**config.mk**
```make
export PLATFORM = sky130hd
export DESIGN_NAME = bip_program_loader
export DESIGN_NICKNAME = d
export VERILOG_FILES = /design/src/rtl/bip_program_loader.sv
export SDC_FILE = /design/constraint.sdc
export NUM_CORES = 1
export LEC_CHECK = 0
export ABC_AREA = 1
export CAP_MARGIN = 20
export CORE_MARGIN = 8
export CORE_UTILIZATION = 47
export DETAILED_ROUTE_END_ITERATION = 8
export PLACE_DENSITY = 0.9
export SETUP_SLACK_MARGIN = 0.05
export SYNTH_ARGS = -nofsm -noshare
export SYNTH_HDL_FRONTEND = slang
export SYNTH_SLANG_ARGS = --single-unit
```
**constraint.sdc**
```tcl
create_clock -name clock_i -period 2 [get_ports clock_i]
set_clock_uncertainty 0.2 [all_clocks]
set_input_delay 0.4 -clock clock_i [delete_from_list [all_inputs] [get_ports clock_i]]
set_output_delay 0.4 -clock clock_i [all_outputs]
set_load 0.02 [all_outputs]
```
**src/rtl/bip_program_loader.sv**
```systemverilog
// bip_program_loader: packs opcode/operand pairs into BIP-2 instruction words,
// writes them to program memory from address 0, appends an HLT word and
// then releases the CPU.
//
// Ports:
//   clock_i, reset_i              clock, asynchronous active-high reset
//   start_i                       pulse that begins a load session
//   valid_i, last_i               source handshake and end-of-program flag
//   opcode_i, operand_i           instruction fields from the source
//   ready_o                       loader accepts a word this cycle
//   wr_en_o, wr_addr_o, wr_data_o program memory write port
//   cpu_hold_o                    CPU held in reset while high
//   done_o                        load complete, CPU released
//   err_o                         sticky illegal-opcode / truncation flag
//   count_o                       user words written in this session
module bip_program_loader #(
   parameter int OPCODE_WIDTH  = 5,
   parameter int OPERAND_WIDTH = 11,
   parameter int ADDR_WIDTH    = 11,
   parameter int PROG_DEPTH    = 2048,
   parameter logic [OPCODE_WIDTH-1:0] MAX_OPCODE = 5'b01110
) (
   input  logic                                  clock_i,
   input  logic                                  reset_i,
   input  logic                                  start_i,
   input  logic                                  valid_i,
   input  logic                                  last_i,
   input  logic [OPCODE_WIDTH-1:0]               opcode_i,
   input  logic [OPERAND_WIDTH-1:0]              operand_i,
   output logic                                  ready_o,
   output logic                                  wr_en_o,
   output logic [ADDR_WIDTH-1:0]                 wr_addr_o,
   output logic [OPCODE_WIDTH+OPERAND_WIDTH-1:0] wr_data_o,
   output logic                                  cpu_hold_o,
   output logic                                  done_o,
   output logic                                  err_o,
   output logic [ADDR_WIDTH-1:0]                 count_o
);

   localparam int DW = OPCODE_WIDTH + OPERAND_WIDTH;

   // The top address is reserved for the HLT terminator, so the stream is
   // cut once a user word lands at PROG_DEPTH-2.
   localparam logic [ADDR_WIDTH-1:0] LAST_USER = ADDR_WIDTH'(PROG_DEPTH - 2);
   localparam logic [ADDR_WIDTH-1:0] ONE       = ADDR_WIDTH'(1);

   typedef enum logic [1:0] {
      S_IDLE,
      S_LOAD,
      S_FINISH,
      S_DONE
   } state_t;

   state_t                  state_q, state_d;
   logic                    ready_q, ready_d;
   logic                    wr_en_q, wr_en_d;
   logic [ADDR_WIDTH-1:0]   wr_addr_q, wr_addr_d;
   logic [DW-1:0]           wr_data_q, wr_data_d;
   logic                    hold_q, hold_d;
   logic                    done_q, done_d;
   logic                    err_q, err_d;
   logic [ADDR_WIDTH-1:0]   count_q, count_d;

   logic accept;
   logic legal;

   assign accept = valid_i && ready_q;
   assign legal  = (opcode_i <= MAX_OPCODE);

   always_ff @(posedge clock_i or posedge reset_i) begin
      if (reset_i) begin
         state_q   <= S_IDLE;
         ready_q   <= 1'b0;
         wr_en_q   <= 1'b0;
         wr_addr_q <= '0;
         wr_data_q <= '0;
         hold_q    <= 1'b1;
         done_q    <= 1'b0;
         err_q     <= 1'b0;
         count_q   <= '0;
      end else begin
         state_q   <= state_d;
         ready_q   <= ready_d;
         wr_en_q   <= wr_en_d;
         wr_addr_q <= wr_addr_d;
         wr_data_q <= wr_data_d;
         hold_q    <= hold_d;
         done_q    <= done_d;
         err_q     <= err_d;
         count_q   <= count_d;
      end
   end

   always_comb begin
      state_d   = state_q;
      ready_d   = ready_q;
      wr_en_d   = 1'b0;
      wr_addr_d = wr_addr_q;
      wr_data_d = wr_data_q;
      hold_d    = hold_q;
      done_d    = done_q;
      err_d     = err_q;
      count_d   = count_q;

      unique case (state_q)
         S_IDLE: begin
            hold_d = 1'b1;
            if (start_i) begin
               state_d = S_LOAD;
               ready_d = 1'b1;
               count_d = '0;
               err_d   = 1'b0;
            end
         end

         S_LOAD: begin
            if (accept) begin
               if (legal) begin
                  wr_en_d   = 1'b1;
                  wr_addr_d = count_q;
                  wr_data_d = {opcode_i, operand_i};
                  count_d   = count_q + ONE;
                  if (!last_i && count_q == LAST_USER) begin
                     err_d   = 1'b1;
                     state_d = S_FINISH;
                     ready_d = 1'b0;
                  end
               end else begin
                  err_d = 1'b1;
               end
               if (last_i) begin
                  state_d = S_FINISH;
                  ready_d = 1'b0;
               end
            end
         end

         S_FINISH: begin
            // HLT terminator: opcode 0, operand 0.
            wr_en_d   = 1'b1;
            wr_addr_d = count_q;
            wr_data_d = '0;
            state_d   = S_DONE;
         end

         S_DONE: begin
            hold_d = 1'b0;
            done_d = 1'b1;
            if (start_i) begin
               state_d = S_LOAD;
               ready_d = 1'b1;
               hold_d  = 1'b1;
               done_d  = 1'b0;
               count_d = '0;
               err_d   = 1'b0;
            end
         end

         default: begin
            state_d = S_IDLE;
         end
      endcase
   end

   assign ready_o    = ready_q;
   assign wr_en_o    = wr_en_q;
   assign wr_addr_o  = wr_addr_q;
   assign wr_data_o  = wr_data_q;
   assign cpu_hold_o = hold_q;
   assign done_o     = done_q;
   assign err_o      = err_q;
   assign count_o    = count_q;

endmodule
```
==> key figures, run 1 <==
Status
  – Status: finished, final reports clean

Critical path
  – CP bufs+invs: 1
  – Crit path cell chain: clkdlybuf4s50_1
  – WS Path Type: reg -> out
  – CP delay by family, top: buffers and inverters
  – Critical Path End Type: output pin
  – R2R cell count: 9
  – Crit path max fanout: 2
  – Critical Path Start Type: flip-flop
  – Worst Setup SP: count_o[3]
  – Critical Path Max Stage Delay: 620 ps
  – Worst Setup EP: count_o[3]
  – CP Data Arrival Time: between 1000 and 1500 ps
  – R2R Path End: count_o[7]
  – Crit path depth: 1
  – Reg2Reg Setup Slack: 130 ps
  – Worst r2r src: state_q[0]
  – Slowest cell on the critical path: clkdlybuf4s50_1
  – CP required: 1400 ps

Timing
  – Max-slew violations: 0
  – TNS Setup: 0 ps
  – RSZ-0062 raised after global routing: true
  – Final setup violating endpoints: 0
  – Slew HR: 77.6%
  – FMAX: 525 MHz
  – Final period util: 95.2%
  – Fin. Hold Viols: 0
  – Final hold slack: approximately 180 ps
  – Period minus WS final: 1900 ps
  – Slew @ Worst Pin: roughly 340 ps

Die
  – Die width: 84.2 um
  – Core area: 4600 um2
  – Starting density of the core: 47.5%
  – Die Y: 84.2 um
  – # rows: 25
  – Io pins: 64
  – Die Area: ~7100 um2

Cells and area
  – Fraction of layout cells with a size suffix above 1: 9.30%
  – Area grow syn2layout: 41.1%
  – Antenna fix cells: 0
  – Fin nets: 369

Yosys
  – Register area share after synthesis: approximately half
  – EDFF count, synth: 0
  – Ys async rst share: 100%
  – Count of unique library cells instantiated by Yosys: 24
  – Yosys warns: 0
  – Cell accounting for the most synthesized area: dfrtp_1
  – Syn Area/Cell: 8.03 um2
  – Count leader, synth: nand2_1
  – Syn Nets: 298
  – Post-synth top area share: 50.4%
  – Mapped Cells: 272
  – Top_reg_cell synth: dfrtp_1
  – Synth top cells by count: nand2_1 (93), dfrtp_1 (44), o21ai_1 (32)
  – Synth area leaders: dfrtp_1 (50%), nand2_1 (16%), o21ai_1 (7.3%)
  – Synthesized flop and latch total: 45
  – Syn Std Cell Area: approximately 2200 um2

Routing
  – DRT iter0 DRCs: 140
  – Via Count: 2048
  – # DRC: 0
  – Routed WL per cell: roughly 14 um
  – Vias per Instance: 5.15
  – Final WL: approximately 5700 um
  – Initial DRT Pass Iterations: 5
  – Final ANT Viol Nets: 0

Placement
  – I/O Buffers: 63
  – Post-DP HPWL: 4300 um
  – Routability congestion estimate: 0.874

Global routing
  – GRT Total Usage: 16.8%
  – Pin count of the biggest net entering global routing: 29
  – Initial antenna violation count: 0
  – Vias in the first global route: 2132
  – Grt total ovfl: 0
  – First-pass GRT wire length: approximately 9900 um

Power
  – PD cells: 1480 nW/um2
  – Clock share of power: 15.4%
  – Flop pwr share: 30.3%
  – Worst IR Drop VDD: 0.00106 V
  – Combinational share of power: between 50% and 60%
  – Internal Power: between 2 and 3 mW
  – P_leak: 1.48 nW
  – Switching pwr: 1.92 mW
  – Switching Share: between 40% and 50%

Clock tree
  – Reg clk slew, reported paths: 80 ps
  – Root Buffer: clkbuf_8
  – Worst-Skew Late Latency: around 290 ps
  – CTS Sinks: 45
  – H-Tree Depth: 2
  – Clock Tree Buf Depth: 2
  – CTS buffer count: 5
  – CTS tree: yes

Flow run
  – Maxcap violations: 0

Hold path
  – Worst min path class: in -> async
==> layout make-up <==
class | count | area, um2
Inverter | 28 | 108
Sequential cell | 45 | 1130
Tap cell | 54 | 67.6
Multi-Input combinational cell | 189 | 920
Fill cell | 364 | 1520
Clock inverter | 1 | 30.0
Clock buffer | 7 | 86.3
Timing Repair Buffer | 74 | 743
==> metrics by stage <==
stage | worst slack [ps] | cell area [um2] | total power, mW | std cells | util [%]
2_1_floorplan | 214 | 2180 | 2.85 | 272 | -
3_3_place_gp | 63.1 | 2940 | 3.70 | 389 | 63.8
3_5_place_dp | 14.3 | 2940 | 3.78 | 389 | 63.8
4_1_cts | 73.1 | 3040 | 4.48 | 397 | 66.1
5_1_grt | 17.8 | 3080 | 4.93 | 398 | 67.0
6_report | 95.7 | 3080 | 4.56 | 398 | 67.0
==> power groups by stage <==
stage          combinational, mW  sequential (mW)  clock [mW]
3_5_place_dp                2.39             1.39           0
2_1_floorplan               1.17             1.67           0
6_report                    2.48             1.38       0.703
4_1_cts                     2.39             1.38       0.715
3_3_place_gp                2.32             1.38           0
5_1_grt                     2.76             1.42       0.754
==> metal layers <==
layer	global-route usage [%]	part of all wire (%)	routed length, um	up-vias
li1	-	-	-	1011
met1	19.5	40	2290	950
met2	28.4	51	2880	77
met3	4.16	6.8	384	10
met4	7.22	2.1	121	0
met5	0	0	0	-
==> worst min-delay path by stage <==
stage | from | to | slack, ps | depth (start not counted)
5_1_grt | reset_i | wr_addr_o[7] | 200 | 2
4_1_cts | reset_i | count_o[7] | 190 | 2
3_3_place_gp | wr_data_o[15] | wr_data_o[15] | 250 | 2
6_report | reset_i | wr_addr_o[7] | 180 | 2
2_1_floorplan | state_q[1] | state_q[1] | 290 | 2
3_5_place_dp | wr_data_o[15] | wr_data_o[15] | 260 | 2
==> kinds of logic (layout without fill, tap and decap cells) <==
group	Yosys count	after routing	share of synthesized area (%)
simple gates	140	140	26.3
flops	45	45	51.6
compound gates	41	41	10.3
buf+inv	38	110	7.56
fa+ha+maj	5	5	2.86
xor+xnor	2	2	0.802
mux	1	1	0.515
==> layout by cell type, fill, tap and decap left out <==
cell	instances
inv_4	1
a21oi_1	1
clkinv_1	1
mux2_2	1
inv_1	24
nand2_2	1
clkdlybuf4s50_1	51
dfrtp_1	44
o21ai_0	2
nand2_1	92
dfstp_2	1
bufinv_16	1
inv_2	2
clkbuf_1	1
buf_6	1
nor3_1	1
nor2_1	16
a31oi_1	1
nand4_1	5
buf_4	7
buf_12	3
a21oi_2	1
dlygate4sd2_1	11
nand3_2	1
clkbuf_8	6
o21ai_1	32
nand3_1	24
xor2_1	2
ha_1	3
o21ai_2	4
dlymetal6s2s_1	1
ha_4	2
==> what timing repair did <==
action / 4_1_cts / 5_1_grt
gates cloned: 0 / 0
setup buffers: 0 / 1
gates resized for setup: 11 / 7
endpoints found under the setup margin: 11 / 12
hold buffers: 0 / 0
==> state kept, by name, summed over array words and instances (netlist names) <==
| name | cells |
|---|---|
| count_o | 11 |
| cpu_hold_o | 1 |
| done_o | 1 |
| err_o | 1 |
| ready_o | 1 |
| state_q | 2 |
| wr_addr_o | 11 |
| wr_data_o | 16 |
| wr_en_o | 1 |
==> worst register-to-register path, cell delays in order (launching register included) <==
cell,delay (ps)
dfrtp_1,410
inv_1,100
ha_4,290
inv_1,60
nand2_1,60
nand3_1,110
a21oi_2,230
inv_4,110
nand2_1,90
o21ai_1,80
(Power assumes the default switching activity.)
==> run 2, diff against run 1 <==
--- a/config.mk
+++ b/config.mk
@@ -6,11 +6,11 @@
 export NUM_CORES = 1
 export LEC_CHECK = 0
 export ABC_AREA = 1
-export CAP_MARGIN = 20
 export CORE_MARGIN = 8
-export CORE_UTILIZATION = 47
+export CORE_UTILIZATION = 30
 export DETAILED_ROUTE_END_ITERATION = 8
-export PLACE_DENSITY = 0.9
+export GPL_ROUTABILITY_DRIVEN = 0
+export PLACE_DENSITY = 0.66
 export SETUP_SLACK_MARGIN = 0.05
 export SYNTH_ARGS = -nofsm -noshare
 export SYNTH_HDL_FRONTEND = slang
==> run 2 against run 1 <==
Compared with the run above:
- via count decreased by 3.6%
- hold slack got worse by 18 ps
- fmax increased by 1.1%
- register-to-register slack improved by 70 ps
- global-route usage decreased by 5.5 points
- cell count increased by 12%
- design area increased by 0.69%
- flip-flop and latch count unchanged
- sequential share of layout area decreased by 0.21 points
- routed wire length decreased by 1.8%
- die area increased by 45%
- critical path depth unchanged
- largest power group unchanged
==> key figures, run 2 (same netlist as run 1, synthesis figures left out) <==
Status
  – Status: finished, final reports clean

Die
  – Die width: 101 um (+20%)
  – Die Area: 10300 um2 (+45%)
  – Die Y: 101 um (+20%)
  – Starting density of the core: 30.6% (-17 points)
  – # rows: 31 (+24%)
  – Io pins: 64 (unchanged)
  – Core area: 7140 um2 (+55%)

Global routing
  – Vias in the first global route: 1894 (-11%)
  – GRT Total Usage: 11.2% (-5.5 points)
  – First-pass GRT wire length: 9110 um (-8.3%)
  – Pin count of the biggest net entering global routing: 30 (+3.4%)
  – Initial antenna violation count: 0 (unchanged)
  – Grt total ovfl: 0 (unchanged)

Critical path
  – R2R cell count: 9 (unchanged)
  – Crit path max fanout: 2 (unchanged)
  – Slowest cell on the critical path: clkdlybuf4s50_1
  – Reg2Reg Setup Slack: 200 ps (+70 ps)
  – WS Path Type: reg -> out
  – Critical Path Start Type: flip-flop
  – Crit path depth: 1 (unchanged)
  – CP Data Arrival Time: 1280 ps (-20 ps)
  – Critical Path Max Stage Delay: 620 ps (about the same)
  – CP required: 1400 ps (about the same)
  – Crit path cell chain: clkdlybuf4s50_1
  – Critical Path End Type: output pin
  – CP delay by family, top: buffers and inverters
  – CP bufs+invs: 1 (unchanged)

Timing
  – Max-slew violations: 0 (unchanged)
  – FMAX: 531 MHz (+1.1%)
  – Fin. Hold Viols: 0 (unchanged)
  – Period minus WS final: 1880 ps (-20.2 ps)
  – RSZ-0062 raised after global routing: false
  – Slew @ Worst Pin: 299 ps (-37.1 ps)
  – Final hold slack: 164 ps (-17.7 ps)
  – Final setup violating endpoints: 0 (unchanged)
  – TNS Setup: 0 ps (unchanged)
  – Slew HR: 80.1% (+2.5 points)
  – Final period util: 94.2% (-1.0 points)

Power
  – Worst IR Drop VDD: 0.000827 V (-22%)
  – Pwr Total: 4.36 mW (-4.4%)
  – Switching pwr: 1.91 mW (-0.75%)
  – Clock share of power: 13.1% (-2.3 points)
  – Switching Share: 43.8% (+1.6 points)
  – Combinational share of power: 55.3% (+1.0 points)
  – Internal Power: 2.45 mW (-7.1%)
  – PD cells: 1400 nW/um2 (-5.1%)
  – P_leak: 1.48 nW (-0.32%)
  – Flop pwr share: 31.5% (+1.2 points)

Placement
  – Area after DPL: 3000 um2 (+2.2%)
  – Post-DP HPWL: 4390 um (+1.9%)
  – Placed instance count: 435 (+12%)
  – I/O Buffers: 63 (unchanged)

Flow run
  – Maxcap violations: 0 (unchanged)

Routing
  – # DRC: 0 (unchanged)
  – Vias per Instance: 4.45 (-14%)
  – Via Count: 1974 (-3.6%)
  – Final ANT Viol Nets: 0 (unchanged)
  – DRT iter0 DRCs: 84 (-40%)
  – Initial DRT Pass Iterations: 4 (-1)
  – Routed WL per cell: 12.6 um (-12%)
  – Final WL: 5580 um (-1.8%)

Clock tree
  – Root Buffer: clkbuf_8
  – CTS buffer count: 5 (unchanged)
  – Clock Tree Buf Depth: 2 (unchanged)
  – CTS tree: yes
  – H-Tree Depth: 2 (unchanged)
  – CTS Sinks: 45 (unchanged)
  – Worst-Skew Late Latency: 300 ps (about the same)
  – Reg clk slew, reported paths: 90 ps (about the same)

Cells and area
  – Max reg flops: 16 (unchanged)
  – Finished Cell Area: 3100 um2 (+0.69%)
  – Fraction of layout cells with a size suffix above 1: 10.1% (+0.84 points)
  – Commonest cells after routing, fill and taps aside: nand2_1 (92), clkdlybuf4s50_1 (50), dfrtp_1 (43)
  – Fin nets: 370 (+0.27%)
  – Area grow syn2layout: 42.0%
  – Antenna fix cells: 0 (unchanged)
  – Finished Layout Cells: 444 (+12%)
  – Most common cell after layout, fill and taps aside: nand2_1

Hold path
  – Worst min path class: in -> async
==> run 2: final timing paths <==
check                                endpoint          start
worst max register to register    count_o[10]     state_q[1]
worst min-delay path             wr_addr_o[7]        reset_i
max in group asynchronous          cpu_hold_o        reset_i
worst min register to register  wr_data_o[15]  wr_data_o[15]
worst max-delay path             wr_data_o[7]   wr_data_o[7]
min in group clock_i            wr_data_o[15]  wr_data_o[15]
==> run 2: cell type report <==
type	count	area (um2)
Clock buffer	5	68.8
Clock inverter	3	21.3
Fill cell	724	4030
Inverter	28	105
Multi-Input combinational cell	189	910
Sequential cell	45	1130
Tap cell	99	124
Timing Repair Buffer	75	746
==> run 2: worst register-to-register path, delay by kind of cell, from the launching register on <==
family          cells  cell delay [ps]
flops               1              450
buf+inv             3              330
fa+ha+maj           1              230
compound gates      1              160
simple gates        4              350
==> run 2: metrics by stage <==
stage	util, %	setup WS [ps]
floorplan	-	214
global placement	42.0	22.8
detailed placement	42.0	-1.92
CTS	43.1	60.9
global route	43.5	48.1
finish	43.5	116
==> run 2: per-layer routing <==
metal / global-route usage [%] / share of wire [%]
met1: 14.1 / 45
met2: 18.0 / 48
met3: 3.64 / 6.1
met4: 3.32 / 1.1
met5: 0 / 0
==> run 2: timing repair <==
| action | CTS | global route |
|---|---|---|
| setup endpoints to repair | 12 | 12 |
| cloned | 0 | 0 |
| gates resized for setup | 12 | 5 |
| endpoints found under the hold margin | 0 | 0 |
| hold buffers | 0 | 0 |
| buffers inserted | 0 | 1 |
==> run 2: power groups by stage <==
stage / combinational (mW) / clock, mW / sequential [mW]
global placement: 2.37 / 0 / 1.38
CTS: 2.39 / 0.600 / 1.38
detailed placement: 2.41 / 0 / 1.40
global route: 2.69 / 0.633 / 1.42
floorplan: 1.17 / 0 / 1.67
finish: 2.41 / 0.572 / 1.38
==> variant: new RTL, settings of run 2 <==
Compare `count_q` against `LAST_USER` with >= in place of ==.
--- a/src/rtl/bip_program_loader.sv
+++ b/src/rtl/bip_program_loader.sv
@@ -122,3 +122,3 @@
                   count_d   = count_q + ONE;
-                  if (!last_i && count_q == LAST_USER) begin
+                  if (!last_i && count_q >= LAST_USER) begin
                      err_d   = 1'b1;
Function: same outputs for any inputs over 10 cycles, from zero or initial values and one cycle with reset_i high; that may be too few to reach the edited logic, so the function may still have changed.
==> variant against run 2 <==
  * Setup slack gained 0.0020 ns
  * Design area shrank 1.2%
  * Register-to-register slack is essentially flat
  * Largest cell class unchanged
  * Clock power grew 0.9%
  * Synthesized cell count shrank 4.4%
  * Core utilization shrank 0.27 points
  * Sequential cell count is the same
  * Wire length shrank 2.9%
  * Critical path type unchanged
  * Area after synthesis shrank 1.7%
  * Power grew 6.9%
  * Highest routed layer unchanged
  * Non-clock buffer count shrank 2
==> variant: results (changes against run 2) <==
| Metric | Value |
|---|---|
| Share of cells above drive strength 1 | 0.0961 (was 0.101) |
| # nets final | 358 (was 370) |
| Clk root buf | clkbuf_8 (unchanged) |
| Total CTS buffers | 5 (unchanged) |
| Dpl cells | 423 (was 435) |
| GRT Util Overall | 0.111 (was 0.112) |
| Routed vias/inst | 4.40 (was 4.45) |
| Post-Place Worst Slack | -0.0385 ns (was -0.00192 ns) |
| Clk slew on worst S/H paths | 0.09 ns (about the same) |
| Bufs on Longest Clock Path | 2 (unchanged) |
| Register area share after synthesis | 0.525 (was 0.516) |
| Crit path max-delay family | buffers and inverters (unchanged) |
| DRT Wirelength | 5420 um (was 5580 um) |
| M1 GR Usage | 0.134 (was 0.141) |
| DRT met1 WL | 2440 um (was 2500 um) |
| Iteration-0 DRC Markers | 129 (was 84) |
| Synth Net Count | 286 (was 298) |
| YS warnings | 0 (unchanged) |
| Prevailing post-synth register cell | dfrtp_1 (unchanged) |
| Largest net degree at the start of global routing | 46 (was 30) |
| Count of input and output buffers | 63 (unchanged) |
| Final non-filler cell total | 432 (was 444) |
| ANT cells | 0 (unchanged) |
| Hold Crit Class | primary input to async pin (unchanged) |
| Detailed Place HPWL | 4000 um (was 4390 um) |
| Slew HR | 0.808 (was 0.801) |
| Cell variety after synth | 23 (was 24) |
| Initial antenna violation count | 0 (unchanged) |
| H-Tree Depth | 2 (unchanged) |
| Mapped Cells | 260 (was 272) |
| Detail Route met3 WL | 297 um (was 341 um) |
| Area contributors post-synth | dfrtp_1 51%, nand2_1 18%, o21ai_0 5.4%, inv_1 4.5%, nand4_1 3.2% (was dfrtp_1 50%, nand2_1 16%, o21ai_1 7.3%, nand3_1 5.5%, inv_1 4.3%) |
| Vias in the first global route | 1946 (was 1894) |
| Met3 Usage GRT | 0.0283 (was 0.0364) |
| Max incr delay on CP | 0.62 ns (about the same) |
| Leak | 1.49 nW (was 1.48 nW) |
| Status | finished, final reports clean (unchanged) |
| Placed Area | 2970 um2 (was 3000 um2) |
| First-pass GRT wire length | 9090 um (was 9110 um) |
| M2 GR Usage | 0.184 (was 0.180) |
| Met2 routed wirelength | 2620 um (was 2670 um) |
| Arr. time, crit path | 1.28 ns (about the same) |
| Peak VDD IR | 0.000746 V (was 0.000827 V) |
| Synth cell count leaders | 105 x nand2_1, 44 x dfrtp_1, 26 x inv_1, 23 x o21ai_0, 14 x nor2_1 (was 93 x nand2_1, 44 x dfrtp_1, 32 x o21ai_1, 25 x inv_1, 24 x nand3_1) |
[variant: changes by cell type after synthesis, moves of 2 or more]
cell,delta
o21ai_0,+21
buf_6,+3
buf_2,-4
nand4_1,+6
nand3_1,-12
nand2_1,+12
o21ai_1,-32
xor2_1,-2
o21ai_2,-4
nor2_1,-2
[variant: path summary, 6_finish.rpt]
check                                               start                        end  slack [ns]  cells after the start
worst max-delay path             wr_addr_o[5]$_DFFE_PP0P_               wr_addr_o[5]        0.12                      1
worst min-delay path                              reset_i  wr_addr_o[10]$_DFFE_PP0P_        0.24                      3
worst max register to register     state_q[1]$_DFFE_PP0P_     count_o[4]$_DFFE_PP0P_        0.20                      9
worst min register to register  wr_data_o[15]$_DFFE_PP0P_  wr_data_o[15]$_DFFE_PP0P_        0.27                      2
max in group asynchronous                         reset_i     cpu_hold_o$_DFFE_PP1N_        1.07                      3
min in group clock_i            wr_data_o[15]$_DFFE_PP0P_  wr_data_o[15]$_DFFE_PP0P_        0.27                      2
[variant: power breakdown]
part           internal (mW)  total, mW  switching (mW)
Clock                  0.248      0.577           0.329
Sequential              1.25       1.53           0.276
Combinational           1.10       2.55            1.45
[variant: kinds of logic (layout without fill, tap and decap cells)]
kind of cell               Yosys count  count (layout)  synth area share
and+or+nand+nor                    145             145             0.282
buffers and inverters               35             108            0.0786
AOI/OAI and AO/OA                   29              29            0.0798
muxes                                1               1           0.00524
DFF                                 45              45             0.525
adders and majority gates            5               5            0.0291
[variant: final cells by class]
type	instances	area, um2
fill	731	4030
clock inverter	3	21.3
inverter	27	101
timing repair buffer	73	754
sequential	45	1130
tap	99	124
clock buffer	5	68.8
multi-input combinational	180	870
[variant: timing repair]
| item | CTS | global route |
|---|---|---|
| gates resized for setup | 13 | 5 |
| endpoints found under the setup margin | 13 | 13 |
| setup buffers | 0 | 1 |
